**src/rtl/imc_pkg.sv**
```systemverilog
// Shared constants and types for the bit-serial in-memory-compute MAC datapath.
package imc_pkg;
    localparam int N_LANE = 16;
    localparam int N_BANK = 4;
    localparam int W_BITS = 4;
    localparam int SUM_W  = W_BITS + $clog2(N_LANE);
    localparam int ABITS  = 8;
    localparam int ACC_W  = 16;
    localparam int CNT_W  = $clog2(ABITS + 1);

    typedef logic [W_BITS-1:0] pp_t;
    typedef logic [SUM_W-1:0]  sum_t;
    typedef logic [ACC_W-1:0]  acc_t;
    typedef logic [CNT_W-1:0]  cnt_t;

    typedef enum logic [0:0] {
        ST_IDLE  = 1'b0,
        ST_ACCUM = 1'b1
    } acc_state_t;
endpackage

```
**src/rtl/lane_adder_tree.sv**
```systemverilog
// Combinational reduction of one bank's lane partial products to an unsigned plane sum.
module lane_adder_tree
    import imc_pkg::*;
(
    input  pp_t [N_LANE-1:0] i_pp,
    output sum_t             o_sum
);

    // Two-level reduction: pairs first, then the pair sums.
    sum_t [N_LANE/2-1:0] w_pair;

    always_comb begin
        for (int i = 0; i < N_LANE/2; i++) begin
            w_pair[i] = sum_t'(i_pp[2*i]) + sum_t'(i_pp[2*i+1]);
        end
        o_sum = '0;
        for (int i = 0; i < N_LANE/2; i++) begin
            o_sum = o_sum + w_pair[i];
        end
    end

endmodule

```
**src/rtl/bitserial_shift_accumulator.sv**
```systemverilog
// Reduces per-bank partial products each bit-plane and shift-accumulates ABITS planes
// (MSB first) into one dot product per weight bank.
module bitserial_shift_accumulator
    import imc_pkg::*;
#(
    parameter int SIGNED_ACT = 0
) (
    input  logic                            clk,
    input  logic                            rst,
    input  logic                            in_valid,
    input  logic                            in_first,
    input  pp_t  [N_BANK*N_LANE-1:0]        mul_result,
    output acc_t [N_BANK-1:0]               acc_out,
    output logic                            out_valid,
    output logic                            busy,
    output logic                            err_restart
);

    // MSB plane carries negative weight for two's-complement activations.
    function automatic acc_t plane_term(input sum_t s, input logic neg);
        acc_t z;
        z = acc_t'(s);
        return neg ? -z : z;
    endfunction

    sum_t [N_BANK-1:0] w_sum;

    for (genvar b = 0; b < N_BANK; b++) begin : g_bank
        lane_adder_tree u_tree (
            .i_pp  (mul_result[b*N_LANE +: N_LANE]),
            .o_sum (w_sum[b])
        );
    end

    // ---- S1: registered plane sums ----
    sum_t [N_BANK-1:0] r_sum_p1;
    logic              r_vld_p1;
    logic              r_first_p1;

    always_ff @(posedge clk or posedge rst) begin
        if (rst) begin
            r_vld_p1   <= 1'b0;
            r_first_p1 <= 1'b0;
        end else begin
            r_vld_p1   <= in_valid;
            r_first_p1 <= in_first;
        end
    end

    always_ff @(posedge clk) begin
        r_sum_p1 <= w_sum;
    end

    // ---- S2: shift-accumulate, plane counter, word FSM ----
    acc_state_t        r_state;
    acc_state_t        w_state_nxt;
    cnt_t              r_cnt;
    cnt_t              w_cnt_nxt;
    acc_t [N_BANK-1:0] r_acc_p2;
    acc_t [N_BANK-1:0] w_acc_nxt;
    logic              w_done;
    logic              w_restart;

    always_comb begin
        w_state_nxt = r_state;
        w_cnt_nxt   = r_cnt;
        w_acc_nxt   = r_acc_p2;
        w_done      = 1'b0;
        w_restart   = 1'b0;
        if (r_vld_p1) begin
            if (r_first_p1) begin
                w_restart   = (r_state == ST_ACCUM);
                w_state_nxt = ST_ACCUM;
                w_cnt_nxt   = cnt_t'(1);
                for (int b = 0; b < N_BANK; b++) begin
                    w_acc_nxt[b] = plane_term(r_sum_p1[b], SIGNED_ACT != 0);
                end
            end else if (r_state == ST_ACCUM) begin
                w_cnt_nxt = r_cnt + cnt_t'(1);
                for (int b = 0; b < N_BANK; b++) begin
                    w_acc_nxt[b] = (r_acc_p2[b] << 1) + acc_t'(r_sum_p1[b]);
                end
            end
            // A stray non-first plane while idle leaves everything untouched.
            if (w_state_nxt == ST_ACCUM && w_cnt_nxt == cnt_t'(ABITS)) begin
                w_done      = 1'b1;
                w_state_nxt = ST_IDLE;
                w_cnt_nxt   = '0;
            end
        end
    end

    always_ff @(posedge clk or posedge rst) begin
        if (rst) begin
            r_state     <= ST_IDLE;
            r_cnt       <= '0;
            acc_out     <= '0;
            out_valid   <= 1'b0;
            err_restart <= 1'b0;
        end else begin
            r_state     <= w_state_nxt;
            r_cnt       <= w_cnt_nxt;
            out_valid   <= w_done;
            err_restart <= w_restart;
            if (w_done) begin
                acc_out <= w_acc_nxt;
            end
        end
    end

    always_ff @(posedge clk) begin
        r_acc_p2 <= w_acc_nxt;
    end

    assign busy = (r_state == ST_ACCUM);

endmodule
```
**config.mk**
```make
export PLATFORM = sky130hd
export DESIGN_NAME = bitserial_shift_accumulator
export DESIGN_NICKNAME = d
export VERILOG_FILES = /design/src/rtl/imc_pkg.sv /design/src/rtl/lane_adder_tree.sv /design/src/rtl/bitserial_shift_accumulator.sv
export SDC_FILE = /design/constraint.sdc
export NUM_CORES = 1
export LEC_CHECK = 0
export BUFFER_PORTS_ARGS = -buffer_cell sky130_fd_sc_hd__buf_4
export CAP_MARGIN = 30
export CORE_MARGIN = 3
export CORE_UTILIZATION = 50
export DETAILED_ROUTE_END_ITERATION = 7
export PLACE_DENSITY_LB_ADDON = 0.05
export SLEW_MARGIN = 20
export SYNTH_ARGS = -nofsm -noshare
export SYNTH_HDL_FRONTEND = slang
export SYNTH_SLANG_ARGS = --single-unit
```
**constraint.sdc**
```tcl
create_clock -name clk -period 2.1 [get_ports clk]
set_input_delay 0.105 -clock clk [delete_from_list [all_inputs] [get_ports clk]]
set_output_delay 0.105 -clock clk [all_outputs]
set_load 0.01 [all_outputs]
```
# --- After elaboration in Yosys (flattened, before gate mapping) ---
# Index checks and enable logic that the tools add are counted.
op_classes:
  n_addsub: 65
  n_eq_ne: 1
  mux: 14
  n_reduce_logical: 1
ops:
  columns: ["cell", "n"]
  rows:
  - ["$add 8x8->8", 28]
  - ["$mux 64", 3]
  - ["$add 4x4->5", 32]
  - ["$add 16x8->16", 4]
  - ["$mux 4", 4]
  - ["$mux 1", 7]
  - ["$add 4x1->4 const B", 1]
  - ["$eq 4x4->1 const B", 1]
  - ["$logic_and 1x1->1", 1]
word_totals:
  ff_bits: 169
  inputBits: 260
  wordCells: 99

# --- Logic depth before layout (Yosys ltp) ---
# Gate-level depths: netlist of run 1.
depth:
  ltp_word: 8
  depth_mapped: 19
  depth_no_buf: 19

# --- Modules after synthesis ---
# From an unflattened synthesis of run 1, not the netlist that was laid out.
unflattened:
  cells_unflattened: 1503
  hier_area_um2: 14635.3
modules_own_cells:
  columns: ["mod", "instances", "cells_per_inst", "area_each_um2"]
  rows:
  - ["bitserial_shift_accumulator", 1, 758, 7274.5]
  - ["lane_adder_tree at g_bank[0].u_tree ...", 3, 185, 1835.5]
  - ["lane_adder_tree at g_bank[3].u_tree", 1, 190, 1854.3]

# --- Worst setup path before layout of run 1 ---
# OpenSTA, ideal clock, no wires.
synth_timing:
  kind: "input to register"
  from: "in mul_result[216] (netlist name)"
  to: "reg r_sum_p1[30] (netlist name)"
  setup_ns: 0.072
  arrival_time_ns: 4.082
  required_time_ns: 2.028
  setup_slack_ns: -2.054
  stages: 15
  path_cell_list: "ha_1 > fa_1 > xnor2_1 > fa_1 > inv_1 > fa_1 > fa_1 > inv_1 > fa_1 > inv_1 > ha_1 > fa_1 > a21o_1 > a21oi_1 > xnor2_1"
synth_between:
  elab_chain_len: 6
synth_rtl:
  columns: ["element", "line_no", "text"]
  rows:
  - ["start, declared", "bitserial_shift_accumulator.sv:12", "input pp_t [N_BANK*N_LANE-1:0] mul_result,"]
  - ["$add 4x4->5", "lane_adder_tree.sv:14", "w_pair[i] = sum_t'(i_pp[2*i]) + sum_t'(i_pp[2*i+1]);"]
  - ["$add 8x8->8 (5 in a row)", "lane_adder_tree.sv:18", "o_sum = o_sum + w_pair[i];"]
  - ["named net g_bank[3].u_tree.o_sum[6]", "lane_adder_tree.sv:6", "output sum_t o_sum"]
  - ["end signal, assigned", "bitserial_shift_accumulator.sv:51", "r_sum_p1 <= w_sum;"]
  - ["end, declared", "bitserial_shift_accumulator.sv:36", "sum_t [N_BANK-1:0] r_sum_p1;"]
# The timed path passes the listed nets, and every way through them passes these cells.
# A chain may end at the register's enable or synchronous reset.

# --- Worst setup path in the final report of run 1 ---
layout_timing:
  from: "in mul_result[212] (netlist name)"
  to: "reg r_sum_p1[30] (netlist name)"
layout_between:
  elab_chain_len: 7
layout_rtl:
  columns: ["element", "line_no"]
  rows:
  - ["$add 4x4->5", "lane_adder_tree.sv:14"]
  - ["$add 8x8->8 (6 in a row)", "lane_adder_tree.sv:18"]
  - ["named net g_bank[3].u_tree.o_sum[6]", "lane_adder_tree.sv:6"]
# The timed path passes the listed nets, and every way through them passes these cells.

==> results of run 1 <==
[kinds of logic (layout without fill, tap and decap cells)]
family | count (synthesis) | in the layout | share of synthesized area
buf+inv | 282 | 727 | 0.0745
mux | 38 | 38 | 0.0284
fa+ha+maj | 341 | 341 | 0.362
flops | 166 | 166 | 0.247
compound gates | 333 | 333 | 0.144
xor+xnor | 120 | 120 | 0.0704
simple gates | 231 | 231 | 0.0729
[layer usage]
layer / track usage / up-vias / part of all wire
met5: 0 / - / 0
met4: 0.0442 / 0 / 0.012
met3: 0.0352 / 34 / 0.050
met2: 0.433 / 312 / 0.53
met1: 0.291 / 5946 / 0.41
li1: - / 5901 / -
[flip-flops by register name (all words and copies together), names as in the netlist]
register / count
acc_out: 64
r_acc_p2: 61
r_sum_p1: 32
r_cnt: 4
busy: 1
err_restart: 1
out_valid: 1
r_first_p1: 1
r_vld_p1: 1
[through the flow]
step           std cells  cell area [µm²]  worst slack [ps]
3_3_place_gp        2280            19100             -2030
2_1_floorplan       1511            15600             -1800
6_report            2340            21400             -1570
3_5_place_dp        2280            19100             -2040
4_1_cts             2326            20600             -1500
5_1_grt             2340            21400             -1660
[worst max path at each step]
stage | endpoint | slack [ps] | start
final | r_sum_p1[30]$_DFF_P_ | -1570 | mul_result[212]
after CTS | r_sum_p1[6]$_DFF_P_ | -1500 | mul_result[28]
after detailed placement | r_sum_p1[22]$_DFF_P_ | -2040 | mul_result[168]
after global placement | r_sum_p1[22]$_DFF_P_ | -2030 | mul_result[168]
after floorplan | r_sum_p1[22]$_DFF_P_ | -1800 | mul_result[168]
after global routing | r_sum_p1[30]$_DFF_P_ | -1660 | mul_result[228]
[where the power goes]
part	internal, mW	switching (mW)
clock network	1.72	1.35
logic	15.0	13.1
registers	4.59	0.870
[layout by cell type, fill, tap and decap left out, types with 26 or more instances in the layout]
cell type  instances
o21ai_0           51
xnor2_1           48
mux2_4            26
buf_4            374
fa_2              46
inv_2             59
inv_1            184
xnor2_2           32
a21o_1            89
dfxtp_1           85
a21oi_1           48
nor2_1            35
ha_1             116
nand2_1           99
buf_6             56
ha_4              69
a21oi_2           37
dfrtp_1           71
fa_1             106
[area by class of cell]
cell class / count / area, µm² / area share
Timing Repair inverter: 1 / 6.26 / 0.000292
Clock inverter: 12 / 119 / 0.00555
Tap cell: 384 / 480 / 0.0224
Timing Repair Buffer: 449 / 3780 / 0.177
Clock buffer: 20 / 457 / 0.0213
Multi-Input combinational cell: 1063 / 11900 / 0.557
Inverter: 245 / 932 / 0.0435
Sequential cell: 166 / 3710 / 0.173
[worst reg2reg max path: cells and delay by family (launching register included)]
| family | cells | cell delay [ps] |
|---|---|---|
| adders and majority gates | 2 | 500 |
| DFF | 1 | 370 |
| AOI/OAI and AO/OA | 2 | 350 |
| and+or+nand+nor | 2 | 290 |
| muxes | 1 | 260 |
| buffers and inverters | 2 | 190 |
| xor gates and xnor gates | 1 | 180 |
[what timing repair did]
action | in CTS | in global routing
hold buffers | 3 | 0
endpoints found under the setup margin | 61 | 92
pin swaps | 122 | 116
endpoints found under the hold margin | 12 | 0
setup buffers | 12 | 12
gates resized for setup | 148 | 145
cloned | 0 | 7
==> results.ini, run 1 <==
[critical_path]
slowest_stage = fa_2
crit_path_frequent_cell = fa_2
critPathBufInv = 5
slowest_delay_ps = 570
path_depth = 16
cp_top_family = adder cells
r2r_cells = 10
required_ps = 2450
cp_max_fo = 2
start_kind = input pin
r2r_setup_slack_ps = -140
crit_chain = buf_6, ha_4, inv_2, fa_2, inv_2, fa_1, inv_1, fa_1, fa_2, inv_2, fa_2, ha_4, fa_2, a21o_1, a21oi_2, xnor2_1
end_kind = flip-flop
worstSetupPathType = input pin to flip-flop
r2r-start = r_sum_p1[17]$_DFF_P_
regToRegEndpoint = acc_out[45]$_DFFE_PP0P_
cp.arrival_ps = 4020

[placed_design]
dpl.hpwl_um = 29500
gp_congestion = 0.835
port_buffers = 326

[floorplanning]
die_h_um = 179
die_w_um = 179
io_pins = 327
start_util = 0.513
core.rowCount = 62
dieArea_um2 = 32000
core-area_um2 = 29100

[min_path]
hp-start = mul_result[252]
hold_path.class = input pin to flip-flop
min_path_cells = 4
holdPathEnd = r_sum_p1[24]$_DFF_P_

[logic_synthesis]
synth_most_common_cell = inv_1
syn_area_um2 = 14900
synth_area_leaders = fa_1 20%, ha_1 16%, dfxtp_1 12%, dfrtp_1 12%, inv_1 6.1%
ys_seq_elements = 166
synthFlopType = dfxtp_1
synth_edf_count = 0
netlist_instances = 1511
yosys_warnings = 0
synth_seq_area_share = 0.247
synth_cell_types = 65
ys_top_cells_by_count = 243 x inv_1, 189 x ha_1, 152 x fa_1
async_flop_share = 0.440
syn_nets = 2112
synthDominantCellAreaShare = 0.204
avgSynthCellArea_um2 = 9.88
yosysTopAreaCell = fa_1

[route]
initialDrtViolationCount = 516
wl_per_cell_um = 16.6
drtPass1Iterations = 5
finalWirelength_um = 38700
vias_per_cell = 5.21
ant_nets = 0
drc = 0
vias = 12200

[outcome]
status = finished, violations left
violations = negative setup slack

[timing]
setup_viol = 36
slew_headroom = 0.496
setup_ws_ps = -1570
tns_ps = -33880
hold_viol = 0
fin_crit_ps = 3670
finalCritPeriodShare = 1.75
hold_slack_ps = 136
tightest_slew_ps = 754
drv_slew = 0
fin_worst_skew_ps = 11.9
fmax_ghz = 0.273
rsz0062_at_grt = yes

[clock_tree]
clock_latency_ps = 430
clkTransAtPathRegs_ps = 60
clock-sinks = 166
cts_max_level = 4
cts_buffer_depth = 2
cts_tree = done
cts_root_buffer = clkbuf_16
numCtsBuffers = 17

[cells_and_area]
num_antenna_cells = 0
area_growth_pct = 43.4
utilization = 0.736
drive_gt1_frac = 0.418
fillers = 2123
nNetsFinal = 2544

[grt]
grt_max_degree = 64
grt_pass1_wl_um = 60300
grt_pass1_vias = 12800
antenna_found_initial = 0
grt_overflow = 0
grtUsageTotal = 0.234

[flow_run]
max_cap_violations = 0

[pwr]
peakVddDrop_uv = 1650
fin_total_pwr_mw = 36.6
power.density_nw_per_um2 = 1710
leakagePower_nw = 10.6

Note: power is estimated with default switching activity, not from simulation.
==> run 2: changes to the inputs <==
--- a/config.mk
+++ b/config.mk
@@ -5,11 +5,13 @@
 export SDC_FILE = /design/constraint.sdc
 export NUM_CORES = 1
 export LEC_CHECK = 0
-export BUFFER_PORTS_ARGS = -buffer_cell sky130_fd_sc_hd__buf_4
 export CAP_MARGIN = 30
+export CELL_PAD_IN_SITES_DETAIL_PLACEMENT = 0
+export CELL_PAD_IN_SITES_GLOBAL_PLACEMENT = 1
 export CORE_MARGIN = 3
-export CORE_UTILIZATION = 50
+export CORE_UTILIZATION = 45
 export DETAILED_ROUTE_END_ITERATION = 7
+export DONT_BUFFER_PORTS = 1
 export PLACE_DENSITY_LB_ADDON = 0.05
 export SLEW_MARGIN = 20
 export SYNTH_ARGS = -nofsm -noshare
==> run 2 against run 1 <==
The run still ends with negative setup slack left. Critical path type unchanged. Utilization shrank 15 points. Non-clock buffer count fell by 305. Worst hold slack worse by 74 ps. Routed wire length shrank 8.3%. Final area down 11%. Combinational power down 5%. Setup slack better by 130 ps. Global-route usage decreased by 3.3 points. Critical path depth decreased by 1. Highest routed layer unchanged.
==> results.ini, run 2 (synthesis gave the netlist of run 1 again) <==
[timing]
rsz0062_at_grt = yes
finalCritPeriodShare = 1.68
fin_worst_skew_ps = 13.0
slew_headroom = 0.541
hold_slack_ps = 62.6
fin_crit_ps = 3540
setup_viol = 41
tightest_slew_ps = 685
hold_viol = 0
fmax_ghz = 0.283
drv_slew = 0
setup_ws_ps = -1440

[cells_and_area]
layout_common_cells = 187 x inv_1, 121 x buf_4, 118 x ha_1
reg_top3 = acc_out x64, r_acc_p2 x61, r_sum_p1 x32
final_common_cell = inv_1
largest_reg_flops = 64
area_growth_pct = 27.3
num_antenna_cells = 0
fillers = 2836
final_area_um2 = 19000
drive_gt1_frac = 0.309
regMostFlops = acc_out
nNetsFinal = 2238

[clock_tree]
clkTransAtPathRegs_ps = 60
cts_max_level = 4
cts_buffer_depth = 2
cts_root_buffer = clkbuf_16
clock_latency_ps = 430
clock-sinks = 166
cts_tree = done
numCtsBuffers = 17

[critical_path]
cp_max_fo = 2
cp.arrival_ps = 3880
end_kind = flip-flop
start_kind = input pin
required_ps = 2450
worstSetupPathType = input pin to flip-flop

[route]
ant_nets = 0
finalWirelength_um = 35500
initialDrtViolationCount = 381
wl_per_cell_um = 17.0
drtPass1Iterations = 4
vias_per_cell = 5.13
drc = 0
vias = 10700

[grt]
use_met2 = 0.343
grt_pass1_wl_um = 58000
grt_pass1_vias = 11500
grt_overflow = 0
grt_max_degree = 53
use_met1 = 0.266
grt.busiest_layer = met2
grtUsageMet3 = 0.0503
antenna_found_initial = 0
grtUsageTotal = 0.201

[placed_design]
dp_slack_ps = -1900
dpl.hpwl_um = 28400
dpl-instance-area_um2 = 17000
gp_congestion = 0.816
port_buffers = 0

[floorplanning]
die_h_um = 188
core-area_um2 = 32600
die_w_um = 188
dieArea_um2 = 35400
io_pins = 327
core.rowCount = 66
start_util = 0.458

[pwr]
power.density_nw_per_um2 = 1880
fin_total_pwr_mw = 35.7
peakVddDrop_uv = 1290
leakagePower_nw = 9.07

[outcome]
violations = negative setup slack
status = finished, violations left

[flow_run]
max_cap_violations = 0

[min_path]
hold_path.class = input pin to flip-flop

## run 2: changes by cell type in the layout (fill, tap and decap cells not counted), moves of 5 or more
cell / before / now
buf_4: 374 / 121
buf_6: 56 / 10
buf_8: 6 / 0
mux2_2: 6 / 1
mux2_4: 26 / 31
## run 2: critical path, stage by stage
cell     delay (ps)
ha_4            120
inv_2            30
fa_2            360
xnor2_2         150
fa_1            600
fa_2            460
fa_1            510
inv_2            40
fa_1            520
inv_2            50
ha_4            150
fa_2            330
a21o_1          200
a21oi_2         140
xnor2_1         120
## run 2: power by group
part           switching (mW)  internal [mW]
sequential               1.08           4.59
combinational            12.4           14.3
clock                    1.43           1.93
total                    14.9           20.8
## run 2: area by class of cell
cell class | count | area [µm²] | share of cell area
clock buffer | 17 | 425 | 0.0224
multi-input combinational | 1063 | 11900 | 0.627
clock inverter | 15 | 206 | 0.0109
tap | 442 | 553 | 0.0291
sequential | 166 | 3710 | 0.195
inverter | 245 | 933 | 0.0491
timing repair buffer | 144 | 1270 | 0.0670
## run 2: path summary, 6_finish.rpt
path / startpoint / end / depth (start not counted) / slack (ps)
hold / removal: mul_result[252] / r_sum_p1[24]$_DFF_P_ / 3 / 60
hold reg to reg: r_sum_p1[0]$_DFF_P_ / r_acc_p2[0]$_DFF_P_ / 2 / 440
setup / recovery: mul_result[208] / r_sum_p1[30]$_DFF_P_ / 15 / -1440
min in group asynchronous: rst / acc_out[37]$_DFFE_PP0P_ / 2 / 130
setup reg to reg: r_sum_p1[17]$_DFF_P_ / acc_out[43]$_DFFE_PP0P_ / 10 / -140
max in group asynchronous: rst / busy$_DFFE_PP0P_ / 3 / 1310
## run 2: stage by stage
stage	util	std cells	TNS (ps)
final	0.583	2092	-31280
after global routing	0.583	2092	-35630
after CTS	0.563	2084	-31460
after detailed placement	0.520	2035	-46580
after global placement	0.520	2035	-46040
after floorplan	-	1511	-39320
## run 2: timing repair
| item | 4_1_cts | 5_1_grt |
|---|---|---|
| hold endpoints to repair | 73 | 0 |
| setup endpoints to repair | 79 | 97 |
| hold buffers | 3 | 0 |
| resized for setup | 128 | 115 |
| gates cloned | 2 | 3 |
| pin swaps | 113 | 78 |
| buffers inserted | 15 | 11 |
## run 2: metal layers
layer | vias up | wire length (µm)
li1 | 5299 | -
met1 | 5180 | 15800
met2 | 229 | 17400
met3 | 20 | 1940
met4 | 0 | 363
met5 | - | 0
